--- config.mk ---
export PLATFORM = sky130hd
export DESIGN_NAME = conv2d_stream
export DESIGN_NICKNAME = d
export VERILOG_FILES = /design/src/rtl/conv2d_stream.sv
export SDC_FILE = /design/constraint.sdc
export NUM_CORES = 2
export LEC_CHECK = 0
export CAP_MARGIN = 0
export CORE_MARGIN = 2
export CORE_UTILIZATION = 40
export DETAILED_ROUTE_END_ITERATION = 10
export PLACE_DENSITY = 0.66
export SLEW_MARGIN = 20
export SYNTH_ARGS = -nofsm -noshare
export SYNTH_HDL_FRONTEND = slang
export SYNTH_SLANG_ARGS = --single-unit
--- constraint.sdc ---
create_clock -name CLK100MHZ -period 19.5 [get_ports CLK100MHZ]
set_input_delay 3.9 -clock CLK100MHZ [delete_from_list [all_inputs] [get_ports CLK100MHZ]]
set_output_delay 3.9 -clock CLK100MHZ [all_outputs]
set_load 0.02 [all_outputs]
--- src/rtl/conv2d_stream.sv ---
// conv2d_stream -- streaming M_LEN x M_LEN signed fixed-point convolver.
//
// Kernel and image columns share one input bus, with i_selecK_I choosing the
// destination. The kernel loads column by column. Image columns then slide
// through an M_LEN-column window. Once the window is full, every valid image
// column launches one multiply-accumulate through a fixed 3-stage pipeline:
//   S1 products, S2 adder tree, S3 output format.
//
// Optional build macro:
//   CONV_ROUND_EN  defined   -> S3 rounds half-up before truncating and
//                               saturates to the most positive code when the
//                               rounding overflows.
//                  undefined -> S3 truncates toward -inf.
module conv2d_stream #(
  parameter int BIT_LEN   = 8,
  parameter int M_LEN     = 3,
  parameter int CONV_LEN  = 20,
  parameter int CONV_LPOS = 13
) (
  input  logic                       CLK100MHZ,
  input  logic                       i_reset,
  input  logic                       i_valid,
  input  logic                       i_selecK_I,
  input  logic [M_LEN*BIT_LEN-1:0]   i_dato,
  output logic [CONV_LPOS-1:0]       o_data,
  output logic                       o_valid,
  output logic                       o_kernel_ok
);

  localparam int CW   = (M_LEN > 1) ? $clog2(M_LEN) : 1;
  localparam int NTAP = M_LEN * M_LEN;
  localparam int PW   = 2 * BIT_LEN;
  localparam logic [CW-1:0] LAST_COL = CW'(M_LEN - 1);

  localparam logic [1:0] KLOAD = 2'd0;
  localparam logic [1:0] FILL  = 2'd1;
  localparam logic [1:0] RUN   = 2'd2;

  logic [1:0]    state;
  logic [CW-1:0] kcnt;
  logic [CW-1:0] wcnt;
  logic [CW-1:0] kidx;
  logic          load_k;
  logic          load_img;
  logic          shift_en;
  logic          launch;
  logic          launch_q;

  logic signed [BIT_LEN-1:0] col_in [M_LEN];
  logic signed [BIT_LEN-1:0] kern   [M_LEN][M_LEN];
  logic signed [BIT_LEN-1:0] win    [M_LEN][M_LEN];

  logic              v1;
  logic signed [PW-1:0] prod [NTAP];
  logic              v2;
  logic [CONV_LEN-1:0] acc;
  logic [CONV_LEN-1:0] sum_q;
  logic [CONV_LPOS-1:0] fmt;

  // Signed multiply done at full product width so no operand extension is implied.
  function automatic logic signed [PW-1:0] smul(input logic signed [BIT_LEN-1:0] a,
                                                input logic signed [BIT_LEN-1:0] b);
    logic signed [PW-1:0] ax;
    logic signed [PW-1:0] bx;
    ax = {{BIT_LEN{a[BIT_LEN-1]}}, a};
    bx = {{BIT_LEN{b[BIT_LEN-1]}}, b};
    return ax * bx;
  endfunction

  // Split the input bus into per-row pixels/coefficients, row 0 at the LSBs.
  always_comb begin
    for (int r = 0; r < M_LEN; r++) begin
      col_in[r] = i_dato[r*BIT_LEN +: BIT_LEN];
    end
  end

  // Decode what this cycle's column means given the current mode.
  always_comb begin
    load_k   = i_valid & ~i_selecK_I;
    load_img = i_valid & i_selecK_I;
    // Image columns are dropped in KLOAD until the kernel is complete.
    shift_en = load_img & ((state != KLOAD) | o_kernel_ok);
    // A result launches when the window is, or just became, full.
    launch   = load_img & ((state == RUN) | ((state == FILL) & (wcnt == LAST_COL)));
    // A kernel column arriving outside KLOAD restarts the load at column 0.
    kidx     = (state == KLOAD) ? kcnt : '0;
  end

  // Mode FSM with kernel/window column counters and the kernel-complete flag.
  always_ff @(posedge CLK100MHZ or posedge i_reset) begin
    if (i_reset) begin
      state       <= KLOAD;
      kcnt        <= '0;
      wcnt        <= '0;
      o_kernel_ok <= 1'b0;
      launch_q    <= 1'b0;
    end else begin
      launch_q <= launch;
      if (load_k) begin
        if (state == KLOAD) begin
          // Once the kernel is complete, extra columns wrap and overwrite from column 0.
          if (kcnt == LAST_COL) begin
            kcnt        <= '0;
            o_kernel_ok <= 1'b1;
          end else begin
            kcnt <= kcnt + CW'(1);
          end
        end else begin
          // Reload: this column becomes K[0] and the window is thrown away.
          state       <= KLOAD;
          kcnt        <= CW'(1);
          o_kernel_ok <= 1'b0;
          wcnt        <= '0;
        end
      end else if (load_img) begin
        case (state)
          KLOAD: begin
            if (o_kernel_ok) begin
              state <= FILL;
              wcnt  <= CW'(1);
            end
          end
          FILL: begin
            if (wcnt == LAST_COL) begin
              state <= RUN;
            end else begin
              wcnt <= wcnt + CW'(1);
            end
          end
          RUN:     state <= RUN;
          default: state <= KLOAD;
        endcase
      end
    end
  end

  // Kernel register file, written one column at a time.
  always_ff @(posedge CLK100MHZ or posedge i_reset) begin
    if (i_reset) begin
      for (int c = 0; c < M_LEN; c++) begin
        for (int r = 0; r < M_LEN; r++) begin
          kern[c][r] <= '0;
        end
      end
    end else if (load_k) begin
      for (int r = 0; r < M_LEN; r++) begin
        kern[kidx][r] <= col_in[r];
      end
    end
  end

  // Sliding window: column 0 is the oldest, and new columns enter at M_LEN-1.
  always_ff @(posedge CLK100MHZ or posedge i_reset) begin
    if (i_reset) begin
      for (int c = 0; c < M_LEN; c++) begin
        for (int r = 0; r < M_LEN; r++) begin
          win[c][r] <= '0;
        end
      end
    end else if (load_k) begin
      for (int c = 0; c < M_LEN; c++) begin
        for (int r = 0; r < M_LEN; r++) begin
          win[c][r] <= '0;
        end
      end
    end else if (shift_en) begin
      for (int c = 0; c < M_LEN - 1; c++) begin
        for (int r = 0; r < M_LEN; r++) begin
          win[c][r] <= win[c+1][r];
        end
      end
      for (int r = 0; r < M_LEN; r++) begin
        win[M_LEN-1][r] <= col_in[r];
      end
    end
  end

  // S1: one signed product per tap, taken from the window as it stood at launch.
  always_ff @(posedge CLK100MHZ or posedge i_reset) begin
    if (i_reset) begin
      v1 <= 1'b0;
      for (int t = 0; t < NTAP; t++) begin
        prod[t] <= '0;
      end
    end else begin
      v1 <= launch_q;
      for (int c = 0; c < M_LEN; c++) begin
        for (int r = 0; r < M_LEN; r++) begin
          prod[c*M_LEN + r] <= smul(win[c][r], kern[c][r]);
        end
      end
    end
  end

  // S2 adder tree: sign-extend every product to accumulator width and add them all.
  always_comb begin
    acc = '0;
    for (int t = 0; t < NTAP; t++) begin
      acc = acc + {{(CONV_LEN-PW){prod[t][PW-1]}}, prod[t]};
    end
  end

  // S2 register stage for the accumulated sum.
  always_ff @(posedge CLK100MHZ or posedge i_reset) begin
    if (i_reset) begin
      v2    <= 1'b0;
      sum_q <= '0;
    end else begin
      v2    <= v1;
      sum_q <= acc;
    end
  end

`ifdef CONV_ROUND_EN
  localparam logic [CONV_LEN:0] RND_INC = {{CONV_LEN{1'b0}}, 1'b1} << (CONV_LEN - CONV_LPOS - 1);
  logic [CONV_LEN:0] rsum;
  logic              unused_low_bits;

  // S3 format: round half-up, saturate positive overflow, then take the MSBs as offset-binary.
  always_comb begin
    rsum = {sum_q[CONV_LEN-1], sum_q} + RND_INC;
    if (rsum[CONV_LEN] != rsum[CONV_LEN-1]) begin
      fmt = '1;
    end else begin
      fmt = {~rsum[CONV_LEN-1], rsum[CONV_LEN-2 -: CONV_LPOS-1]};
    end
  end

  assign unused_low_bits = ^rsum[CONV_LEN-CONV_LPOS-1:0];
`else
  logic unused_low_bits;

  // S3 format: truncate toward -inf and invert the sign bit to get offset-binary.
  always_comb begin
    fmt = {~sum_q[CONV_LEN-1], sum_q[CONV_LEN-2 -: CONV_LPOS-1]};
  end

  // The accumulator bits below the output LSB are discarded by truncation.
  assign unused_low_bits = ^sum_q[CONV_LEN-CONV_LPOS-1:0];
`endif

  // S3 output register: o_data keeps its last result while o_valid is low.
  always_ff @(posedge CLK100MHZ or posedge i_reset) begin
    if (i_reset) begin
      o_valid <= 1'b0;
      o_data  <= '0;
    end else begin
      o_valid <= v2;
      if (v2) begin
        o_data <= fmt;
      end
    end
  end

endmodule

==> key figures <==
STA
  • Setup TNS: 0 ns
  • Final setup violation count: 0
  • Final period utilization: a little over 30%
  • Post-route minimum period: around 6 ns
  • Hold violation total from the final report: 0
  • Slew @ Worst Pin: ~0.97 ns
  • RSZ-0062 raised after global routing: false
  • Max Clk Rate: 166 MHz
  • Final setup skew: between 0.015 and 0.02 ns
  • Slew HR: ~36%
  • Slew Limit Fails: 0

Yosys
  • Post-synthesis cell type count: 67
  • Cell area after synthesis: between 30000 and 40000 sq um
  • Share of the synthesized area in the top cell type: 33.9%
  • Synth async-reset ratio: 100%
  • Leading cell types by count after synthesis: 848 x inv_1, 609 x fa_1, 382 x and2_1, 325 x dfrtp_1, 282 x ha_1
  • Post-synth EDFFs: 0
  • Sequential share of the synthesized area: 22.6%
  • Syn Area/Cell: between 10 and 15 sq um
  • Synthesis-stage register bit count: 325
  • Syn. warnings: 0
  • Top area cells in the synthesized netlist: fa_1 34%, dfrtp_1 23%, ha_1 9.8%
  • Largest area contributor in the synthesized netlist: fa_1
  • Post-synth top flop: dfrtp_1
  • Most numerous cell in the Yosys netlist: inv_1
  • Net count after synthesis: 4381
  • Mapped Cells: 3462

Clocking
  • Cts bufs inserted: 39
  • CTS tree: built
  • Worst skew pair latency: between 0.5 and 0.6 ns
  • Post-CTS Setup Bufs: 0
  • Post-CTS sizing: 0
  • CTS H-tree lvls: 2
  • Clk sinks: 325
  • Clock-pin slew on the worst setup and hold paths: about 0.070 ns
  • Cts hold-fix bufs: 0
  • Clock Path Buffers: 3
  • Clock root cell: clkbuf_16

Cells and area
  • Area Overhead vs Synth: 8.42%
  • Core Util, Final: between 40% and 50%
  • # nets final: 4397
  • Share of layout cells above drive strength 1: 5.10%
  • Fill cells: approximately 8400
  • Layout Cell Area excl Fill: between 30000 and 40000 sq um

Setup path
  • CP endpoint kind: asynchronous set/reset pin
  • CP Class: primary input to asynchronous set/reset pin
  • Critical path's largest stage delay: ~0.74 ns
  • R2r setup slk: between 10 and 15 ns
  • Worst EP arrival: about 6.6 ns
  • Cell chain of the critical path: clkdlybuf4s50_1, inv_8, buf_4, buf_12
  • Worst-path fanout max: 172
  • Crit path max-delay cell type: buf_4
  • Critical Path RT: between 20 and 25 ns
  • Worst Reg2Reg Path Length in Cells: 14
  • Startpoint types: primary input

GRT
  • GRT Overall Usage: 17.8%
  • Pin count of the biggest net entering global routing: around 170
  • Remaining Overflow, GRT: 0
  • Vias in the first global route: between 20000 and 25000
  • Initial antenna violation count: 2
  • Global-route wire length before repair: around 130 mm

Place
  • HPWL Detailed: 63.4 mm
  • GPL Wtd Cong: between 0.8 and 0.9
  • Number of I/O port buffers: 42
  • Placement Cell Area: 37600 sq um

Drt
  • Vias per cell: roughly 4.8
  • Detailed Route WL: between 70 and 80 mm
  • Drt pass-1 iters: 5
  • DRT iter0 DRCs: between 1000 and 1500
  • Vias: 22500
  • WL per Instance: 16.8 um
  • Number of remaining DRC errors: 0
  • DRT antenna net count: 0

Outcome
  • Status: finished clean

Floorplanning
  • Core box area: just under 90000 sq um
  • Die span in y: between 300 and 400 um
  • Die X: around 300 um
  • # IOs: 43
  • Area of the die: between 90000 and 100000 sq um
  • Row Count: ~110
  • Initial Util: roughly two fifths

Run
  • Max cap viols: 0

Min path
  • Worst Hold Depth: 0
  • Hold Path Class: register to register
[per-layer routing]
| layer | GRT usage, % | part of all wire (%) |
|---|---|---|
| met1 | 24.4 | 45 |
| met2 | 30.0 | 48 |
| met4 | 3.47 | 1.7 |
| met5 | 0 | 0 |
| met3 | 2.93 | 4.4 |
[worst paths after layout]
kind | startpoint | to
min reg2reg | v1$_DFF_PP0_ | v2$_DFF_PP0_
max in group CLK100MHZ | i_valid | kern[37]$_DFFE_PP0P_
max reg2reg | kern[19]$_DFFE_PP0P_ | prod[47]$_DFF_PP0_
min in group asynchronous | i_reset | v1$_DFF_PP0_
min | v1$_DFF_PP0_ | v2$_DFF_PP0_
max | i_reset | kern[16]$_DFFE_PP0P_
[layout make-up]
cell class,count,area [sq um],share of cell area (%)
Timing Repair Buffer,49,485,1.24
Multi-Input combinational cell,2215,24400,62.5
Clock inverter,22,302,0.773
Sequential cell,325,8130,20.9
Inverter,848,3190,8.18
Antenna cell,1,2.50,0.00642
Tap cell,1165,1460,3.74
Clock buffer,48,1060,2.72
[logic make-up after synthesis]
logic type                 count (synthesis)  synth area share [%]
buffers and inverters                    922                  9.70
DFF                                      325                  22.6
muxes                                     82                  2.55
xor gates and xnor gates                 146                  3.55
and+or+nand+nor                          807                  12.0
adders and majority gates                891                  43.7
AOI/OAI and AO/OA                        289                  5.85
[placed cells by master (no fill, tap or decap), types with 6 or more instances in the layout]
cell type	n
a21o_1	26
nor2b_1	20
clkdlybuf4s50_1	42
mux2_2	78
nand3b_1	9
nand2b_1	48
and3_1	7
o21a_1	10
nand3_1	11
xnor2_1	129
a211oi_1	6
bufinv_16	6
buf_4	6
o211ai_1	7
xor2_1	17
inv_1	847
and2_1	382
a21oi_1	54
nor2_1	91
dfrtp_1	325
a22o_1	72
fa_1	609
nor3_1	16
o21ai_1	9
o21ai_0	44
clkinv_2	6
clkbuf_16	40
ha_1	282
nand2_1	194
[metrics by stage]
step | cells | setup WS, ns | hold WS [ns]
2_1_floorplan | 3462 | 6.60 | 0.331
3_3_place_gp | 4602 | 12.82 | 0.340
3_5_place_dp | 4602 | 12.78 | 0.345
4_1_cts | 4672 | 13.39 | 0.360
5_1_grt | 4672 | 13.06 | 0.364
6_report | 4673 | 13.49 | 0.359
[sequential cells by signal (all words and copies together), names as in the netlist]
register and count:
prod 144, kern 72, win 72, o_data 13
sum_q 13, kcnt 2, state 2, wcnt 2
launch_q 1, o_kernel_ok 1, o_valid 1, v1 1
v2 1
[critical path, delay by kind of cell]
family	cells	cell delay [ns]
buffers and inverters	4	2.46
Power is not shown: default switching activity piles up to over one toggle a cycle in this logic, so the estimate is an artifact.
